File: src/rtl/bootram_loader_pkg.sv
// Shared constants for the boot RAM image loader: FSM encodings, error codes
// and the default frame sync marker.
package bootram_loader_pkg;

   typedef logic [2:0] state_t;

   localparam state_t S_IDLE   = 3'd0;
   localparam state_t S_LEN_LO = 3'd1;
   localparam state_t S_LEN_HI = 3'd2;
   localparam state_t S_DATA   = 3'd3;
   localparam state_t S_WRITE  = 3'd4;
   localparam state_t S_CSUM   = 3'd5;

   localparam logic [1:0] ERR_NONE    = 2'd0;
   localparam logic [1:0] ERR_LEN     = 2'd1;
   localparam logic [1:0] ERR_CSUM    = 2'd2;
   localparam logic [1:0] ERR_TIMEOUT = 2'd3;

   localparam logic [7:0] DEFAULT_SYNC_BYTE = 8'hA5;

endpackage

File: src/rtl/bootram_loader_timeout.sv
// Inter-byte watchdog: counts idle cycles while enabled and flags the terminal
// count combinationally so the owner can react on the same edge.
module loader_timeout #(
   parameter int unsigned TIMEOUT_CYCLES = 2700000
) (
   input  logic clk,
   input  logic resetn,
   input  logic clr,
   input  logic en,
   output logic tc
);

   localparam int unsigned CW = (TIMEOUT_CYCLES > 1) ? $clog2(TIMEOUT_CYCLES) : 1;
   localparam logic [CW-1:0] TC_VAL = CW'(TIMEOUT_CYCLES - 1);

   logic [CW-1:0] cnt;

   always_ff @(posedge clk or negedge resetn) begin
      if (!resetn)   cnt <= '0;
      else if (clr)  cnt <= '0;
      else if (en)   cnt <= cnt + 1'b1;
   end

   assign tc = en && (cnt == TC_VAL);

endmodule

File: src/rtl/bootram_loader.sv
// Byte-stream firmware loader: parses sync/length/payload/checksum frames from
// the UART and writes 32-bit words into the boot RAM while holding the CPU in reset.
module bootram_loader
   import bootram_loader_pkg::*;
#(
   parameter int unsigned ADDR_W         = 10,
   parameter logic [7:0]  SYNC_BYTE      = DEFAULT_SYNC_BYTE,
   parameter int unsigned TIMEOUT_CYCLES = 2700000
) (
   input  logic              clk,
   input  logic              resetn,
   input  logic              rx_valid,
   input  logic [7:0]        rx_data,
   output logic              rx_ready,
   output logic              ram_ce,
   output logic              ram_wre,
   output logic [ADDR_W-1:0] ram_ad,
   output logic [31:0]       ram_din,
   output logic              busy,
   output logic              cpu_resetn,
   output logic              done,
   output logic              err,
   output logic [1:0]        err_code
);

   localparam logic [16:0] DEPTH = 17'(2**ADDR_W);

   state_t            state;
   logic [15:0]       len;
   logic [ADDR_W:0]   idx;
   logic [ADDR_W:0]   idx_nxt;
   logic [1:0]        bcnt;
   logic [23:0]       word;
   logic [7:0]        sum;
   logic              started;
   logic              xfer;
   logic              tm_clr;
   logic              tm_en;
   logic              tm_tc;
   logic [15:0]       n_rx;

   assign xfer    = rx_valid && rx_ready;
   assign n_rx    = {rx_data, len[7:0]};
   assign idx_nxt = idx + 1'b1;
   assign tm_clr  = xfer || (state == S_IDLE);
   assign tm_en   = (state != S_IDLE) && !xfer;

   loader_timeout #(.TIMEOUT_CYCLES(TIMEOUT_CYCLES)) u_timeout (
      .clk    (clk),
      .resetn (resetn),
      .clr    (tm_clr),
      .en     (tm_en),
      .tc     (tm_tc)
   );

   always_ff @(posedge clk or negedge resetn) begin
      if (!resetn) begin
         state      <= S_IDLE;
         len        <= '0;
         idx        <= '0;
         bcnt       <= '0;
         word       <= '0;
         sum        <= '0;
         started    <= 1'b0;
         rx_ready   <= 1'b0;
         ram_ce     <= 1'b0;
         ram_wre    <= 1'b0;
         ram_ad     <= '0;
         ram_din    <= '0;
         busy       <= 1'b0;
         cpu_resetn <= 1'b0;
         done       <= 1'b0;
         err        <= 1'b0;
         err_code   <= ERR_NONE;
      end else begin
         done     <= 1'b0;
         err      <= 1'b0;
         ram_ce   <= 1'b0;
         ram_wre  <= 1'b0;
         rx_ready <= 1'b1;
         started  <= 1'b1;
         // First edge out of reset lets the CPU run whatever image the RAM holds.
         if (!started) cpu_resetn <= 1'b1;

         if (tm_tc) begin
            // WRITE's strobe has already been presented by the time this fires.
            state    <= S_IDLE;
            err      <= 1'b1;
            err_code <= ERR_TIMEOUT;
            busy     <= 1'b0;
         end else begin
            case (state)
               S_IDLE: begin
                  if (xfer && rx_data == SYNC_BYTE) begin
                     state      <= S_LEN_LO;
                     busy       <= 1'b1;
                     cpu_resetn <= 1'b0;
                     err_code   <= ERR_NONE;
                  end
               end
               S_LEN_LO: begin
                  if (xfer) begin
                     len[7:0] <= rx_data;
                     state    <= S_LEN_HI;
                  end
               end
               S_LEN_HI: begin
                  if (xfer) begin
                     len  <= n_rx;
                     idx  <= '0;
                     bcnt <= '0;
                     sum  <= '0;
                     if ({1'b0, n_rx} > DEPTH) begin
                        state      <= S_IDLE;
                        err        <= 1'b1;
                        err_code   <= ERR_LEN;
                        busy       <= 1'b0;
                        cpu_resetn <= 1'b1;
                     end else if (n_rx == 16'd0) begin
                        state <= S_CSUM;
                     end else begin
                        state <= S_DATA;
                     end
                  end
               end
               S_DATA: begin
                  if (xfer) begin
                     sum  <= sum + rx_data;
                     bcnt <= bcnt + 1'b1;
                     // Shift in at the top so byte 0 lands in [7:0] after three bytes.
                     word <= {rx_data, word[23:8]};
                     if (bcnt == 2'd3) begin
                        state    <= S_WRITE;
                        ram_ce   <= 1'b1;
                        ram_wre  <= 1'b1;
                        ram_ad   <= idx[ADDR_W-1:0];
                        ram_din  <= {rx_data, word};
                        rx_ready <= 1'b0;
                     end
                  end
               end
               S_WRITE: begin
                  idx   <= idx_nxt;
                  state <= (16'(idx_nxt) == len) ? S_CSUM : S_DATA;
               end
               S_CSUM: begin
                  if (xfer) begin
                     state <= S_IDLE;
                     busy  <= 1'b0;
                     if (rx_data == sum) begin
                        done       <= 1'b1;
                        cpu_resetn <= 1'b1;
                     end else begin
                        err      <= 1'b1;
                        err_code <= ERR_CSUM;
                     end
                  end
               end
               default: state <= S_IDLE;
            endcase
         end
      end
   end

endmodule

File: config.mk
export PLATFORM = sky130hd
export DESIGN_NAME = bootram_loader
export DESIGN_NICKNAME = d
export VERILOG_FILES = /design/src/rtl/bootram_loader_pkg.sv /design/src/rtl/bootram_loader_timeout.sv /design/src/rtl/bootram_loader.sv
export SDC_FILE = /design/constraint.sdc
export NUM_CORES = 1
export LEC_CHECK = 0
export ABC_AREA = 1
export CORE_MARGIN = 2
export CORE_UTILIZATION = 50
export CTS_BUF_LIST = sky130_fd_sc_hd__clkbuf_2 sky130_fd_sc_hd__clkbuf_4 sky130_fd_sc_hd__clkbuf_8
export DETAILED_ROUTE_END_ITERATION = 10
export GPL_TIMING_DRIVEN = 0
export HOLD_SLACK_MARGIN = 0.12
export PLACE_DENSITY_LB_ADDON = 0.3
export SETUP_SLACK_MARGIN = 0.1
export SKIP_CTS_REPAIR_TIMING = 1
export SLEW_MARGIN = 20
export SYNTH_ARGS = -nofsm -noshare
export SYNTH_HDL_FRONTEND = slang
export SYNTH_SLANG_ARGS = --single-unit
File: constraint.sdc
create_clock -name clk -period 4.4 [get_ports clk]
set_input_delay 0.66 -clock clk [delete_from_list [all_inputs] [get_ports clk]]
set_output_delay 0.66 -clock clk [all_outputs]
set_load 0.05 [all_outputs]
==> impl_results.md <==
- Status: complete, no violations
- Area Growth Syn to Fin: 19.04%
- DIE WIDTH: 118.4 um
- Maximum buffer depth of the clock tree: 2
- Kind of cell with the highest combined delay on the critical path: adder cells
- Top layer in use: met4
- Leakage component of the power: 3.601 nW
- CTS tree: yes
- Clock transition time at the flip-flop clock pins of the worst setup and hold paths: 0.09 ns
- Slowest stage delay, CP: 0.61 ns
- First-pass GRT wire length: 24.59 mm
- Average wire per standard cell: 13.60 um
- Final worst path period share: 0.5650
- Antenna violations before repair: 0
- Core ar.: 12720 um2
- Routed metal-1 wire length: 7.112 mm
- Total number of H-tree levels: 4
- Mapped cell area: 6545 um2
- Met3 WL: 739 um
- Worst min path class: input pin to async pin
- Synthesis warning total: 0
- Root Driver: sky130_fd_sc_hd__clkbuf_8
- Number of different library cells in the post-synthesis netlist: 43
- Synthesized net count: 817
- Number of search-and-repair iterations in the first detailed-routing pass: 6
- Ports: 62
- Sum of routed wire length over all layers: 14.43 mm
- Number of vias per cell after detailed routing: 5.191
- Critical path required time: 4.79 ns
- Die H: 118.4 um
- Initial standard-cell utilization of the core: 0.5145
- Pin count of the biggest net entering global routing: 72
- Number of antenna diodes: 0
- Area of the die: 14020 um2
- Routability congestion estimate from global placement: 0.8788
- Critical Path AT: 2.88 ns
- RSZ-0062 raised after global routing: false
- Fin. max-slew vios: 0
- Critical Setup Path Class: input pin to register
- Power Dens Cells: 531.6 nW/um2
- Top fanout value on the critical path: 6
- Worst Max-Slew Pin Slew: 0.5491 ns
- Fillers: 1148
- Maximum achievable frequency: 402.3 MHz
- Pre-CTS worst setup slack: 1.472 ns
- Violation count after the first detailed-routing iteration: 409
- Later-pin clock latency in the skew report: 0.45 ns
- Via count: 5508
- # clock sinks: 137
- Site Rows: 41
- # DRC: 0
- Cell at the slowest stage of the critical path: sky130_fd_sc_hd__clkdlybuf4s50_1
- Number of flops mapped to enable cells by yosys: 0
- Type of element launching the critical path: input pin
- Total Nets Final: 898
- Final number of setup-violating endpoints: 0
- CP Capture Type: register
- Synthesized area divided by synthesized cell count: 8.233 um2
- Sequential-to-total area share from yosys stat: 0.5238
- Global-route congestion overflow total: 0
- Max-cap violations: 0
- Met2 routed wirelength: 6.395 mm
- Total routing usage reported by global routing: 0.2200
- Time the final worst path needs with I/O delays and setup: 2.486 ns
- Count of buffers from port buffering: 61
- Share of layout cells above drive strength 1: 0.09224
- Fraction of registers with async set/reset: 1.000
- Post-detail-place hpwl: 10.56 mm
- Via count of the first global-routing pass: 4976
- Worst slew margin: 0.6328
- Final worst clock skew: 0.008902 ns
- Final number of hold-violating endpoints: 0
- Cells after Synth: 795
- Pwr Total: 4.142 mW
- Maximum resistive drop on vdd: 0.3591 mV
- Final antenna-violating net count: 0
- Most repeated library cell on the critical path: sky130_fd_sc_hd__nand2_1
- Total of flip-flops plus latches after synthesis: 137
- Dominant register cell in the synthesized netlist: sky130_fd_sc_hd__dfrtp_1
- Num CTS Buffers: 17
- Buf/Inv on CP: 1
- Cell-by-cell trace of the critical path: clkdlybuf4s50_1 -> ha_1 -> fa_1 -> nand2_1 -> nand2_1 -> a21oi_1 -> or2_2 -> nand2_1 -> a21oi_1 -> nor2_1 -> nor2_1 -> nand2_1 -> nand2_1
- Post-route setup slack: 1.914 ns
[placed cells by master (no fill, tap or decap), types with 2 or more instances in the layout]
cell type and count:
sky130_fd_sc_hd__a21oi_1 19, sky130_fd_sc_hd__o21bai_1 2, sky130_fd_sc_hd__nor2_4 2, sky130_fd_sc_hd__or2_2 4, sky130_fd_sc_hd__a32o_1 2, sky130_fd_sc_hd__nand4_1 16
sky130_fd_sc_hd__clkbuf_1 6, sky130_fd_sc_hd__o21ai_2 2, sky130_fd_sc_hd__clkinv_2 2, sky130_fd_sc_hd__inv_2 6, sky130_fd_sc_hd__o21ai_1 8, sky130_fd_sc_hd__nand2_1 225
sky130_fd_sc_hd__inv_6 5, sky130_fd_sc_hd__ha_1 10, sky130_fd_sc_hd__nor2_2 6, sky130_fd_sc_hd__nand3_1 45, sky130_fd_sc_hd__clkdlybuf4s50_1 60, sky130_fd_sc_hd__dfrtp_1 137
sky130_fd_sc_hd__a22o_1 2, sky130_fd_sc_hd__nor4_1 9, sky130_fd_sc_hd__o21ai_0 94, sky130_fd_sc_hd__nand2_4 2, sky130_fd_sc_hd__nand3_4 2, sky130_fd_sc_hd__nor2_1 52
sky130_fd_sc_hd__buf_2 13, sky130_fd_sc_hd__nor3_1 9, sky130_fd_sc_hd__clkinvlp_4 3, sky130_fd_sc_hd__inv_1 95, sky130_fd_sc_hd__clkinv_4 2, sky130_fd_sc_hd__clkbuf_8 18
sky130_fd_sc_hd__nand2_2 6, sky130_fd_sc_hd__xor2_1 4
[synthesized netlist by cell type, types with 9 or more instances]
library cell              number  area (um2)
sky130_fd_sc_hd__nand2_1     225       844.6
sky130_fd_sc_hd__dfrtp_1     137        3428
sky130_fd_sc_hd__inv_1        95       356.6
sky130_fd_sc_hd__o21ai_0      94       470.5
sky130_fd_sc_hd__nor2_1       52       195.2
sky130_fd_sc_hd__nand3_1      45       225.2
sky130_fd_sc_hd__a21oi_1      19       95.09
sky130_fd_sc_hd__nand4_1      16       100.1
sky130_fd_sc_hd__buf_2        13       65.06
sky130_fd_sc_hd__ha_1         10       125.1
sky130_fd_sc_hd__nor3_1        9       45.04
sky130_fd_sc_hd__nor4_1        9       56.30
[power by group]
group          internal [mW]  switching, mW  total (mW)
Sequential              1.56          0.190        1.75
Combinational          0.481          0.915        1.40
Clock                  0.473          0.524       0.997
Total                   2.51           1.63        4.14
[registers in the layout, indices dropped and copies added (netlist names), 3 cells and up]
register,flops
idx,11
u_timeout.cnt,22
len,16
ram_ad,10
ram_din,32
word,24
state,3
sum,8
[metal layers]
layer	GRT usage	up-vias
met2	0.3215	153
li1	-	2738
met3	0.05116	16
met1	0.3273	2601
met4	0.06473	0
met5	0	-
[stage by stage]
stage	setup TNS, ns	cells	hold slack [ns]	util	instance area, um2
2_1_floorplan	0	795	0.3644	-	6545
3_3_place_gp	-371.17	1028	0.4522	0.5794	7371
3_5_place_dp	0	1029	0.4613	0.5819	7403
4_1_cts	0	1061	0.1438	0.6124	7791
5_1_grt	0	1061	0.1573	0.6124	7791
6_report	0	1061	0.1397	0.6124	7791
[logic make-up (layout without fill, tap and decap cells)]
logic type / Yosys count / after routing / synth area share
other: 1 / 1 / 0.0005730
buffers and inverters: 122 / 216 / 0.07417
adder cells (fa/ha/maj): 11 / 11 / 0.02218
AO/OA/AOI/OAI: 136 / 136 / 0.1137
flip-flops: 137 / 137 / 0.5238
AND/OR/NAND/NOR: 383 / 383 / 0.2588
XOR/XNOR: 5 / 5 / 0.006691
[worst paths after layout]
kind                                       start                 to  slack [ns]  cells after the start
worst max-delay path                  rx_data[0]             sum[6]        1.91                     13
worst min-delay path                      resetn           word[11]        0.14                      1
worst max register to register            idx[0]           state[1]        2.24                     15
worst min register to register  u_timeout.cnt[0]   u_timeout.cnt[0]        0.47                      1
max in group asynchronous                 resetn  u_timeout.cnt[19]        3.55                      2
min in group clk                u_timeout.cnt[0]   u_timeout.cnt[0]        0.47                      1
[cell type report]
class | count | area (um2) | share of cell area
plain buffers | 21 | 106.4 | 0.01365
clock buffers | 18 | 247.7 | 0.03180
clock inverters | 14 | 140.1 | 0.01799
inverters | 101 | 379.1 | 0.04866
multi-input cells | 536 | 2631 | 0.3377
flip-flops and latches | 137 | 3428 | 0.4400
well taps | 172 | 215.2 | 0.02762
repair buffers | 62 | 643.1 | 0.08254
Note: power is estimated with default switching activity, not from simulation.
